===== config.mk =====
export PLATFORM = sky130hd
export DESIGN_NAME = fetch_redirect_ctrl_flat
export DESIGN_NICKNAME = d
export VERILOG_FILES = /design/src/rtl/fetch_redirect_ctrl_pkg.sv /design/src/rtl/fetch_redirect_ctrl_if.sv /design/src/rtl/fetch_redirect_ctrl_redirect_arbiter.sv /design/src/rtl/fetch_redirect_ctrl.sv /design/src/flat_wrapper.sv
export SDC_FILE = /design/constraint.sdc
export NUM_CORES = 1
export LEC_CHECK = 0
export ABC_CLOCK_PERIOD_IN_PS = 2200
export CORE_MARGIN = 4
export CORE_UTILIZATION = 30
export CTS_CLUSTER_SIZE = 28
export DETAILED_ROUTE_END_ITERATION = 6
export DONT_BUFFER_PORTS = 1
export GPL_ROUTABILITY_DRIVEN = 0
export HOLD_SLACK_MARGIN = 0.1
export PLACE_DENSITY_LB_ADDON = 0.2
export SLEW_MARGIN = 40
export SYNTH_ARGS = -nofsm -noshare
export SYNTH_HDL_FRONTEND = slang
export SYNTH_SLANG_ARGS = --single-unit

===== constraint.sdc =====
create_clock -name i_clk -period 2.2 [get_ports i_clk]
set_input_delay 0.33 -clock i_clk [delete_from_list [all_inputs] [get_ports i_clk]]
set_output_delay 0.33 -clock i_clk [all_outputs]
set_load 0.01 [all_outputs]

===== src/rtl/fetch_redirect_ctrl_pkg.sv =====
// Shared types and constants for the fetch redirect controller.
//   fetch_state_t  : controller state encoding
//   XLEN           : address width of PC / redirect targets
//   REDIR_*        : redirect-source encoding, listed in priority order
package fetch_redirect_ctrl_pkg;

  localparam int XLEN = 32;

  typedef enum logic [1:0] {
    RUN           = 2'd0,
    WAIT_MEM      = 2'd1,
    HOLD_REDIRECT = 2'd2
  } fetch_state_t;

  typedef logic [1:0] redir_src_t;

  localparam redir_src_t REDIR_NONE = 2'd0;
  localparam redir_src_t REDIR_JALR = 2'd1;
  localparam redir_src_t REDIR_JAL  = 2'd2;
  localparam redir_src_t REDIR_BR   = 2'd3;

  // Priority select: jalr > jal > taken branch.
  function automatic redir_src_t redir_select(input logic jalr, input logic jal,
                                              input logic br);
    redir_src_t src;
    src = REDIR_NONE;
    if (jalr)     src = REDIR_JALR;
    else if (jal) src = REDIR_JAL;
    else if (br)  src = REDIR_BR;
    return src;
  endfunction

endpackage


===== src/rtl/fetch_redirect_ctrl_if.sv =====
// Bundle of the fetch controller's handshake and pipeline-control signals.
//   master : controller side (drives o_*, samples i_*)
//   slave  : environment side (hazard unit, EX stage, imem, PC/pipeline regs)
// Signal names are from the controller's point of view.
interface fetch_redirect_ctrl_if #(
  parameter int COUNT_W = 16
);
  import fetch_redirect_ctrl_pkg::*;

  logic               o_imem_req;
  logic               i_imem_ready;
  logic               i_load_use_hazard;
  logic               i_ex_jalr;
  logic               i_ex_jal;
  logic               i_ex_branch_taken;
  logic [XLEN-1:0]    i_ex_jalr_target;
  logic [XLEN-1:0]    i_ex_jal_target;
  logic [XLEN-1:0]    i_ex_branch_target;
  logic               o_pc_write;
  logic               o_redirect_valid;
  logic [XLEN-1:0]    o_redirect_target;
  logic               o_if_id_write;
  logic               o_flush_if_id;
  logic               o_flush_id_ex;
  logic               o_fetch_timeout;
  logic [COUNT_W-1:0] o_redirect_count;

  modport master (
    input  i_imem_ready, i_load_use_hazard,
    input  i_ex_jalr, i_ex_jal, i_ex_branch_taken,
    input  i_ex_jalr_target, i_ex_jal_target, i_ex_branch_target,
    output o_imem_req, o_pc_write, o_redirect_valid, o_redirect_target,
    output o_if_id_write, o_flush_if_id, o_flush_id_ex,
    output o_fetch_timeout, o_redirect_count
  );

  modport slave (
    output i_imem_ready, i_load_use_hazard,
    output i_ex_jalr, i_ex_jal, i_ex_branch_taken,
    output i_ex_jalr_target, i_ex_jal_target, i_ex_branch_target,
    input  o_imem_req, o_pc_write, o_redirect_valid, o_redirect_target,
    input  o_if_id_write, o_flush_if_id, o_flush_id_ex,
    input  o_fetch_timeout, o_redirect_count
  );

endinterface


===== src/rtl/fetch_redirect_ctrl_redirect_arbiter.sv =====
// Combinational priority select of the three EX-stage redirect requests.
//   i_jalr/i_jal/i_br           : request flags
//   i_jalr_tgt/i_jal_tgt/i_br_tgt : matching targets
//   o_valid  : any request present
//   o_target : target of the winning request (0 when none)
//   o_src    : winning source (REDIR_*)
module redirect_arbiter
  import fetch_redirect_ctrl_pkg::*;
(
  input  logic            i_jalr,
  input  logic            i_jal,
  input  logic            i_br,
  input  logic [XLEN-1:0] i_jalr_tgt,
  input  logic [XLEN-1:0] i_jal_tgt,
  input  logic [XLEN-1:0] i_br_tgt,
  output logic            o_valid,
  output logic [XLEN-1:0] o_target,
  output redir_src_t      o_src
);

  redir_src_t w_src;

  always_comb begin
    w_src    = redir_select(i_jalr, i_jal, i_br);
    o_target = '0;
    case (w_src)
      REDIR_JALR: o_target = i_jalr_tgt;
      REDIR_JAL:  o_target = i_jal_tgt;
      REDIR_BR:   o_target = i_br_tgt;
      default:    o_target = '0;
    endcase
  end

  assign o_valid = (w_src != REDIR_NONE);
  assign o_src   = w_src;

endmodule


===== src/rtl/fetch_redirect_ctrl.sv =====
// Fetch redirect controller: sequences PC and IF/ID, ID/EX pipeline registers,
// merges EX redirects into one PC redirect and holds it while imem is busy.
//   i_clk, i_reset : clock, synchronous active-high reset
//   bus (master)   : imem handshake, hazard/EX inputs, PC and pipeline controls,
//                    sticky fetch timeout and saturating redirect counter
//
// state         | meaning
// --------------+-------------------------------------------------------
// RUN           | normal fetch, last imem access completed
// WAIT_MEM      | imem busy, fetch stalled and IF/ID bubbled
// HOLD_REDIRECT | redirect accepted while imem busy; replay pending target
module fetch_redirect_ctrl
  import fetch_redirect_ctrl_pkg::*;
#(
  parameter int COUNT_W  = 16,
  parameter int MAX_WAIT = 64
) (
  input logic                  i_clk,
  input logic                  i_reset,
  fetch_redirect_ctrl_if.master bus
);

  localparam int WAIT_W = $clog2(MAX_WAIT + 1);
  localparam logic [WAIT_W-1:0] WAIT_LIMIT = WAIT_W'(MAX_WAIT);

  fetch_state_t       r_state;
  logic [XLEN-1:0]    r_pending_target;
  logic [WAIT_W-1:0]  r_wait_cnt;
  logic               r_fetch_timeout;
  logic [COUNT_W-1:0] r_redirect_count;

  logic               w_ex_valid;
  logic [XLEN-1:0]    w_ex_target;
  redir_src_t         w_ex_src;
  logic [WAIT_W-1:0]  w_wait_inc;
  logic [COUNT_W-1:0] w_count_inc;

  redirect_arbiter u_arb (
    .i_jalr     (bus.i_ex_jalr),
    .i_jal      (bus.i_ex_jal),
    .i_br       (bus.i_ex_branch_taken),
    .i_jalr_tgt (bus.i_ex_jalr_target),
    .i_jal_tgt  (bus.i_ex_jal_target),
    .i_br_tgt   (bus.i_ex_branch_target),
    .o_valid    (w_ex_valid),
    .o_target   (w_ex_target),
    .o_src      (w_ex_src)
  );

  assign w_wait_inc  = (r_wait_cnt == WAIT_LIMIT) ? r_wait_cnt : r_wait_cnt + 1'b1;
  assign w_count_inc = (&r_redirect_count) ? r_redirect_count : r_redirect_count + 1'b1;

  always_ff @(posedge i_clk) begin
    if (i_reset) begin
      r_state          <= RUN;
      r_pending_target <= '0;
      r_wait_cnt       <= '0;
      r_fetch_timeout  <= 1'b0;
      r_redirect_count <= '0;
    end else begin
      case (r_state)
        RUN, WAIT_MEM: begin
          if (w_ex_valid) begin
            r_redirect_count <= w_count_inc;
            if (bus.i_imem_ready) begin
              r_state <= RUN;
            end else begin
              r_pending_target <= w_ex_target;
              r_state          <= HOLD_REDIRECT;
            end
          end else if (bus.i_load_use_hazard) begin
            // stall: state and wait counter frozen
            r_state <= r_state;
          end else if (bus.i_imem_ready) begin
            r_state    <= RUN;
            r_wait_cnt <= '0;
          end else begin
            r_state    <= WAIT_MEM;
            r_wait_cnt <= w_wait_inc;
            if (w_wait_inc == WAIT_LIMIT) r_fetch_timeout <= 1'b1;
          end
        end
        HOLD_REDIRECT: begin
          if (bus.i_imem_ready) begin
            r_state    <= RUN;
            r_wait_cnt <= '0;
          end else begin
            r_wait_cnt <= w_wait_inc;
            if (w_wait_inc == WAIT_LIMIT) r_fetch_timeout <= 1'b1;
          end
        end
        default: r_state <= RUN;
      endcase
    end
  end

  logic            w_imem_req;
  logic            w_pc_write;
  logic            w_redirect_valid;
  logic [XLEN-1:0] w_redirect_target;
  logic            w_if_id_write;
  logic            w_flush_if_id;
  logic            w_flush_id_ex;

  always_comb begin
    w_imem_req        = 1'b0;
    w_pc_write        = 1'b0;
    w_redirect_valid  = 1'b0;
    w_redirect_target = '0;
    w_if_id_write     = 1'b0;
    w_flush_if_id     = 1'b1;
    w_flush_id_ex     = 1'b1;
    if (!i_reset) begin
      w_imem_req = 1'b1;
      if (r_state == HOLD_REDIRECT) begin
        // EX holds a bubble here, so its redirect inputs and the hazard are moot
        w_redirect_valid  = 1'b1;
        w_redirect_target = r_pending_target;
        w_pc_write        = bus.i_imem_ready;
      end else if (w_ex_valid) begin
        w_redirect_valid  = 1'b1;
        w_redirect_target = w_ex_target;
        w_pc_write        = bus.i_imem_ready;
      end else if (bus.i_load_use_hazard) begin
        w_flush_if_id = 1'b0;
      end else if (bus.i_imem_ready) begin
        w_pc_write    = 1'b1;
        w_if_id_write = 1'b1;
        w_flush_if_id = 1'b0;
        w_flush_id_ex = 1'b0;
      end else begin
        w_flush_id_ex = 1'b0;
      end
    end
  end

  assign bus.o_imem_req        = w_imem_req;
  assign bus.o_pc_write        = w_pc_write;
  assign bus.o_redirect_valid  = w_redirect_valid;
  assign bus.o_redirect_target = w_redirect_target;
  assign bus.o_if_id_write     = w_if_id_write;
  assign bus.o_flush_if_id     = w_flush_if_id;
  assign bus.o_flush_id_ex     = w_flush_id_ex;
  assign bus.o_fetch_timeout   = r_fetch_timeout;
  assign bus.o_redirect_count  = r_redirect_count;

endmodule


===== src/flat_wrapper.sv =====
// flat-port wrapper written by rule: the top's interface ports become plain ports
module fetch_redirect_ctrl_flat import fetch_redirect_ctrl_pkg::*;
#(
  parameter int COUNT_W  = 16,
  parameter int MAX_WAIT = 64
)
  (i_clk, i_reset, bus_i_imem_ready, bus_i_load_use_hazard, bus_i_ex_jalr, bus_i_ex_jal, bus_i_ex_branch_taken, bus_i_ex_jalr_target, bus_i_ex_jal_target, bus_i_ex_branch_target, bus_o_imem_req, bus_o_pc_write, bus_o_redirect_valid, bus_o_redirect_target, bus_o_if_id_write, bus_o_flush_if_id, bus_o_flush_id_ex, bus_o_fetch_timeout, bus_o_redirect_count);
  fetch_redirect_ctrl_if #(.COUNT_W(COUNT_W)) bus_i ();
  input logic i_clk;
  input logic i_reset;
  input wire logic [$bits(bus_i.i_imem_ready)-1:0] bus_i_imem_ready;
  input wire logic [$bits(bus_i.i_load_use_hazard)-1:0] bus_i_load_use_hazard;
  input wire logic [$bits(bus_i.i_ex_jalr)-1:0] bus_i_ex_jalr;
  input wire logic [$bits(bus_i.i_ex_jal)-1:0] bus_i_ex_jal;
  input wire logic [$bits(bus_i.i_ex_branch_taken)-1:0] bus_i_ex_branch_taken;
  input wire logic [$bits(bus_i.i_ex_jalr_target)-1:0] bus_i_ex_jalr_target;
  input wire logic [$bits(bus_i.i_ex_jal_target)-1:0] bus_i_ex_jal_target;
  input wire logic [$bits(bus_i.i_ex_branch_target)-1:0] bus_i_ex_branch_target;
  output wire logic [$bits(bus_i.o_imem_req)-1:0] bus_o_imem_req;
  output wire logic [$bits(bus_i.o_pc_write)-1:0] bus_o_pc_write;
  output wire logic [$bits(bus_i.o_redirect_valid)-1:0] bus_o_redirect_valid;
  output wire logic [$bits(bus_i.o_redirect_target)-1:0] bus_o_redirect_target;
  output wire logic [$bits(bus_i.o_if_id_write)-1:0] bus_o_if_id_write;
  output wire logic [$bits(bus_i.o_flush_if_id)-1:0] bus_o_flush_if_id;
  output wire logic [$bits(bus_i.o_flush_id_ex)-1:0] bus_o_flush_id_ex;
  output wire logic [$bits(bus_i.o_fetch_timeout)-1:0] bus_o_fetch_timeout;
  output wire logic [$bits(bus_i.o_redirect_count)-1:0] bus_o_redirect_count;
  assign bus_i.i_imem_ready = bus_i_imem_ready;
  assign bus_i.i_load_use_hazard = bus_i_load_use_hazard;
  assign bus_i.i_ex_jalr = bus_i_ex_jalr;
  assign bus_i.i_ex_jal = bus_i_ex_jal;
  assign bus_i.i_ex_branch_taken = bus_i_ex_branch_taken;
  assign bus_i.i_ex_jalr_target = bus_i_ex_jalr_target;
  assign bus_i.i_ex_jal_target = bus_i_ex_jal_target;
  assign bus_i.i_ex_branch_target = bus_i_ex_branch_target;
  assign bus_o_imem_req = bus_i.o_imem_req;
  assign bus_o_pc_write = bus_i.o_pc_write;
  assign bus_o_redirect_valid = bus_i.o_redirect_valid;
  assign bus_o_redirect_target = bus_i.o_redirect_target;
  assign bus_o_if_id_write = bus_i.o_if_id_write;
  assign bus_o_flush_if_id = bus_i.o_flush_if_id;
  assign bus_o_flush_id_ex = bus_i.o_flush_id_ex;
  assign bus_o_fetch_timeout = bus_i.o_fetch_timeout;
  assign bus_o_redirect_count = bus_i.o_redirect_count;
  fetch_redirect_ctrl #(.COUNT_W(COUNT_W), .MAX_WAIT(MAX_WAIT)) u_core (.i_clk(i_clk), .i_reset(i_reset), .bus(bus_i));
endmodule

==> flow_metrics.tcl, run 1 <==
set metrics [dict create \
    outcome "complete, no violations" \
    grt_pass1_vias 4003 \
    r2r-start "u_core.bus.o_redirect_count[0]$_SDFFE_PP0P_" \
    drt-met1-wl_um 5800 \
    yosysWarnings 0 \
    synthCells 586 \
    synth_cell_types 41 \
    initial_core_util_pct 30.8 \
    synth_edf_count 0 \
    worstPathArrival_ps 1680 \
    pwr-share-seq_pct 38.1 \
    nets 702 \
    antenna_cells 0 \
    netlist_area_um2 3900 \
    cts_tree "done" \
    routed_wirelength_um 12800 \
    highest_layer "met4" \
    hold_depth 1 \
    grt_max_degree 66 \
    syn_to_final_growth_pct 18.4 \
    end_kind "output pin" \
    power.share.combinational_pct 16.6 \
    p_clk_share_pct 45.2 \
    final_cell_mix "nand2_1 (174), a21oi_1 (79), dfxtp_1 (57), buf_4 (47), nor2b_1 (41)" \
    skew_ps 8.72 \
    critPathSlowestCell "dfxtp_1" \
    final_common_cell "nand2_1" \
    cts.sinks 58 \
    startpoint "u_core.r_state[0]$_SDFFE_PP0P_" \
    fmax_mhz 497 \
    drv_cap 0 \
    stdcell_area_um2 4620 \
    synthesis.nets 692 \
    rows 41 \
    worst-setup-path-type "reg -> out" \
    p_int_uw 2190 \
    hold_ws_ps 140 \
    clockBufferDepth 2 \
    h-tree-depth 3 \
    cp-start-kind "flop" \
    dr_wl_met2_um 5970 \
    ys.flop_type "dfxtp_1" \
    die_x_um 122 \
    slew-limit-headroom_pct 59.0 \
    grt_use_total_pct 17.2 \
    min-delay-start "i_reset" \
    num_vias 4173 \
    avgSynthCellArea_um2 6.65 \
    fin_tns_setup_ps 0 \
    dp_hpwl_um 8810 \
    p_leak_uw 0.00176 \
    antenna_found_initial 0 \
    grt_pass1_wl_um 20300 \
    ir_drop_v 0.000272 \
    dpl_cell_area_um2 4290 \
    port_buffers 0 \
    rsz0062_at_grt "false" \
    wl_met3_um 872 \
    worst_slew_pin_slew_ps 606 \
    firstDrtPassIters 5 \
    synth_seq_cells 58 \
    p_sw_uw 791 \
    reg2reg_slack_ps 240 \
    critPathMaxStageDelay_ps 380 \
    worstHoldPathType "in -> reg" \
    worstPathRequired_ps 1870 \
    power_density_nw_per_um2 645 \
    drv_slew 0 \
    postRouteAntennaNets 0 \
    cts_root_buf "clkbuf_16" \
    crit_chain "nand2b_1, buf_6, nand2_1, a21oi_1, buf_4" \
    reg2regPathDepth 5 \
    crit_path_end "bus_o_redirect_target[0]" \
    setup_violations 0 \
    path_clk_slew_ps 50 \
    route.detailed.drc 0 \
    cts-buffers-inserted 9 \
    routedWlPerCell_um 16.6 \
    final_util_pct 36.4 \
    fin_crit_sh_pct 91.5 \
    final-hold-violation-count 0 \
    core_area_um2 12700 \
    drtIter0Drc 266 \
    r2r_end "u_core.bus.o_redirect_count[12]$_SDFFE_PP0P_" \
    path_max_fanout 33 \
    fp.dieH_um 122 \
    async_flop_share_pct 0 \
    ios 158 \
    drive_above_1_share_pct 13.2 \
    synth-seq-area-share_pct 29.8 \
    clock_latency_ps 330 \
    grt.overflow.total 0 \
    switching_share_pct 26.5 \
    die_area_um2 14900 \
    period_minus_slack_ps 2010 \
    power_uw 2980 \
    avgViaCountPerCell 5.41 \
]
==> flip-flops by register name, indices dropped and copies added (netlist names) <==
register / count
u_core.r_pending_target: 32
u_core.r_wait_cnt: 7
u_core.r_state: 2
u_core.bus.o_fetch_timeout: 1
u_core.bus.o_redirect_count: 16
==> worst min-delay path by stage <==
| stage | end |
|---|---|
| 6_report | u_core.r_wait_cnt[4]$_SDFFE_PP0P_ |
| 5_1_grt | u_core.r_wait_cnt[4]$_SDFFE_PP0P_ |
| 4_1_cts | u_core.r_wait_cnt[4]$_SDFFE_PP0P_ |
| 3_5_place_dp | u_core.bus.o_redirect_count[14]$_SDFFE_PP0P_ |
| 3_3_place_gp | u_core.bus.o_redirect_count[14]$_SDFFE_PP0P_ |
| 2_1_floorplan | u_core.r_pending_target[0]$_SDFFE_PP0P_ |
==> through the flow <==
step                      std cells  setup WS (ps)
after global placement          755            264
after global routing            772           45.4
after floorplan                 586            369
after detailed placement        755            240
final                           772            187
after CTS                       772           7.41
==> final cells by class <==
cell class	count	area, um^2
clock buffer	13	280
clock inverter	2	10.0
fill	1395	8050
inverter	11	41.3
multi-input combinational	466	2510
sequential	58	1160
tap	172	215
timing repair buffer	50	394
==> cell usage after synthesis, types with 3 or more instances <==
library cell	number	area, um^2
nor3_1	5	25.0
and4_1	3	26.3
or3_1	6	37.5
dfxtp_1	58	1160
a31oi_1	33	206
clkbuf_1	43	161
buf_1	3	11.3
inv_1	11	41.3
nor2b_1	42	263
a211oi_1	6	45.0
nor2_1	19	71.3
nand2_1	175	657
o21ai_0	3	15.0
mux2_2	10	113
nand3b_1	32	240
nand3_1	10	50.1
ha_1	3	37.5
o41ai_1	3	26.3
and3_1	4	25.0
nor4_1	4	25.0
a21oi_1	79	395
buf_2	5	25.0
or4_1	4	30.0
==> what timing repair did <==
action                     in CTS  in global routing
gates resized for setup         0                  3
hold endpoints to repair       44                  0
setup endpoints to repair       0                 27
buffers inserted                0                  0
hold buffers                    2                  0
==> logic make-up after synthesis <==
family	count (synthesis)	synth area share [%]
and+or+nand+nor	313	39.1
AOI/OAI and AO/OA	137	20.4
buffers and inverters	62	6.13
DFF	58	29.8
muxes	11	3.15
adders and majority gates	3	0.963
xor gates and xnor gates	2	0.449
==> power by group through the flow <==
stage	logic, uW	clock network, uW	registers [uW]
CTS	503	1390	1140
finish	496	1350	1140
floorplan	365	0	1150
global route	561	1440	1140
global placement	477	0	1160
detailed placement	482	0	1160
==> worst max-delay path: cells and delay by family (launching register included) <==
family / cells / cell delay, ps
AO/OA/AOI/OAI: 1 / 250
buffers and inverters: 2 / 440
flip-flops: 1 / 380
AND/OR/NAND/NOR: 2 / 250
==> metal layers <==
metal,vias to the layer above,GRT usage [%]
met5,-,0
met4,0,5.32
met3,20,4.18
met2,177,28.7
met1,1945,22.0
li1,2031,-
Note: power is estimated with default switching activity, not from simulation.
==> run 2: changes to the inputs <==
--- a/config.mk
+++ b/config.mk
@@ -10,10 +10,10 @@
 export CORE_UTILIZATION = 30
 export CTS_CLUSTER_SIZE = 28
 export DETAILED_ROUTE_END_ITERATION = 6
-export DONT_BUFFER_PORTS = 1
 export GPL_ROUTABILITY_DRIVEN = 0
 export HOLD_SLACK_MARGIN = 0.1
 export PLACE_DENSITY_LB_ADDON = 0.2
+export REMOVE_ABC_BUFFERS = 1
 export SLEW_MARGIN = 40
 export SYNTH_ARGS = -nofsm -noshare
 export SYNTH_HDL_FRONTEND = slang
==> run 2 against run 1 <==
- count of clock-buffer cells in the layout is 2 lower
- final area increased by 41%
- sequential share of layout area decreased by 7.3 points
- critical path depth is 2 higher
- first-iteration DRC count decreased by 17%
- final cell count grew 22%
- highest routed layer unchanged
==> flow_metrics.tcl, run 2 (same netlist as run 1, synthesis figures left out) <==
set metrics [dict create \
    met2_usage_pct 34.9 \
    end_kind "output pin" \
    drv_slew 0 \
    rsz0062_at_grt "false" \
    core_area_um2 12700 \
    drive_above_1_share_pct 15.9 \
    p_int_uw 2370 \
    layout_setup_ws_ps 103 \
    cts_root_buf "clkbuf_16" \
    dpl_worst_slack_ps -461 \
    use_met1_pct 23.2 \
    p_leak_uw 0.00254 \
    worst_slew_pin_slew_ps 568 \
    final_common_cell "nand2_1" \
    path_clk_slew_ps 50 \
    switching_share_pct 27.9 \
    cts_tree "done" \
    die_x_um 122 \
    ir_drop_v 0.000409 \
    syn_to_final_growth_pct 66.4 \
    period_minus_slack_ps 2100 \
    die_area_um2 14900 \
    clock_latency_ps 320 \
    whs_endpoint "u_core.bus.o_fetch_timeout$_SDFFE_PP0P_" \
    grt.overflow.total 0 \
    place_inst 921 \
    h-tree-depth 3 \
    worstPathArrival_ps 1770 \
    cts_hold_buf 0 \
    cp-start-kind "flop" \
    largest_reg_flops 32 \
    dp_hpwl_um 10500 \
    grt_use_total_pct 19.5 \
    worstPathRequired_ps 1870 \
    cts-buffers-inserted 9 \
    r2r_end "u_core.bus.o_redirect_count[12]$_SDFFE_PP0P_" \
    initial_core_util_pct 30.8 \
    antenna_found_initial 0 \
    final_util_pct 51.2 \
    power_density_nw_per_um2 506 \
    fp.dieH_um 122 \
    min-delay-start "u_core.bus.o_fetch_timeout$_SDFFE_PP0P_" \
    route.detailed.drc 0 \
    instances_no_fill 940 \
    reg2reg_slack_ps 220 \
    pwr-share-seq_pct 34.5 \
    clockBufferDepth 2 \
    power.share.combinational_pct 27.0 \
    final-hold-violation-count 0 \
    slew-limit-headroom_pct 61.6 \
    regMostFlops "u_core.r_pending_target" \
    hold_depth 2 \
    fin_tns_setup_ps 0 \
    drv_cap 0 \
    rows 41 \
    grt_util_met3_pct 3.44 \
    grt_max_degree 45 \
    worstHoldPathType "reg -> reg" \
    path_max_fanout 12 \
    routed_wirelength_um 14800 \
    final_cell_mix "nand2_1 (173), clkdlybuf4s50_1 (117), a21oi_1 (78), dfxtp_1 (58), buf_4 (50)" \
    nets 869 \
    setup_violations 0 \
    drtIter0Drc 220 \
    port_buffers 157 \
    cts.sinks 58 \
    fmax_mhz 477 \
    busiest_layer "met2" \
    routedWlPerCell_um 15.7 \
    p_sw_uw 916 \
    antenna_cells 0 \
    p_clk_share_pct 38.5 \
    avgViaCountPerCell 5.05 \
    ios 158 \
    postRouteAntennaNets 0 \
    grt_pass1_vias 4802 \
    grt_pass1_wl_um 23700 \
    r2r-start "u_core.bus.o_redirect_count[0]$_SDFFE_PP0P_" \
    reg2regPathDepth 5 \
    num_vias 4744 \
    outcome "complete, no violations" \
    skew_ps 3.96 \
    worst-setup-path-type "reg -> out" \
    fin_crit_sh_pct 95.3 \
    firstDrtPassIters 4 \
]
## run 2: changes by cell type in the layout (fill, tap and decap cells not counted), sizes merged
cell | before | now
clkbuf | 13 | 12
clkdlybuf4s50 | 0 | 117
clkdlybuf4s15 | 0 | 7
dlygate4sd2 | 0 | 28
dlymetal6s2s | 0 | 2
dlygate4sd3 | 1 | 0
clkinv | 2 | 3
buf | 49 | 61
bufbuf | 0 | 1
clkinvlp | 0 | 2
## run 2: worst max-delay path by stage
stage	startpoint	endpoint	slack, ps	cells after the start
after CTS	bus_i_ex_jalr	bus_o_redirect_target[12]	-120	8
after floorplan	u_core.r_state[1]$_SDFFE_PP0P_	u_core.r_pending_target[0]$_SDFFE_PP0P_	-140	3
after global routing	u_core.r_state[0]$_SDFFE_PP0P_	bus_o_redirect_target[31]	0.9	6
after global placement	bus_i_ex_jalr	bus_o_if_id_write	-460	6
after detailed placement	bus_i_ex_jalr	bus_o_redirect_target[6]	-460	8
final	u_core.r_state[0]$_SDFFE_PP0P_	bus_o_redirect_target[15]	100	7
## run 2: layout make-up
type,instances,area [um^2]
fill,1231,6180
multi-input combinational,466,2700
timing repair buffer,217,2100
sequential,58,1160
clock buffer,11,243
tap,172,215
inverter,11,41.3
clock inverter,5,30.0
## run 2: repair_timing
item	CTS	global route
endpoints found under the setup margin	37	13
pin swaps	1	1
setup buffers	2	0
resized for setup	65	17
gates cloned	1	0
## run 2: routing by layer
metal | vias up | share of wire (%)
met3 | 24 | 5.6
met1 | 2212 | 43
met2 | 137 | 50
met4 | 0 | 1.8
li1 | 2371 | -
met5 | - | 0
## run 2: power groups by stage
stage          clock network (uW)  registers [uW]  logic [uW]
2_1_floorplan                   0            1150         311
3_3_place_gp                    0            1150         856
3_5_place_dp                    0            1150         865
4_1_cts                      1290            1130         887
5_1_grt                      1340            1140         972
6_report                     1260            1130         887
## run 2: metrics by stage
step | power [uW] | area (um^2) | hold slack, ps
after floorplan | 1460 | 3700 | 399
after global placement | 2010 | 5990 | 443
after detailed placement | 2020 | 5990 | 447
after CTS | 3310 | 6440 | 455
after global routing | 3450 | 6490 | 474
final | 3280 | 6490 | 454
## run 2: worst max-delay path, cell delays in order (launching register included)
cell and delay (ps):
dfxtp_1 320, nand2b_1 190, nand2_2 100, nand2_2 100, buf_12 150, buf_12 140, a21oi_1 170, clkdlybuf4s15_1 270
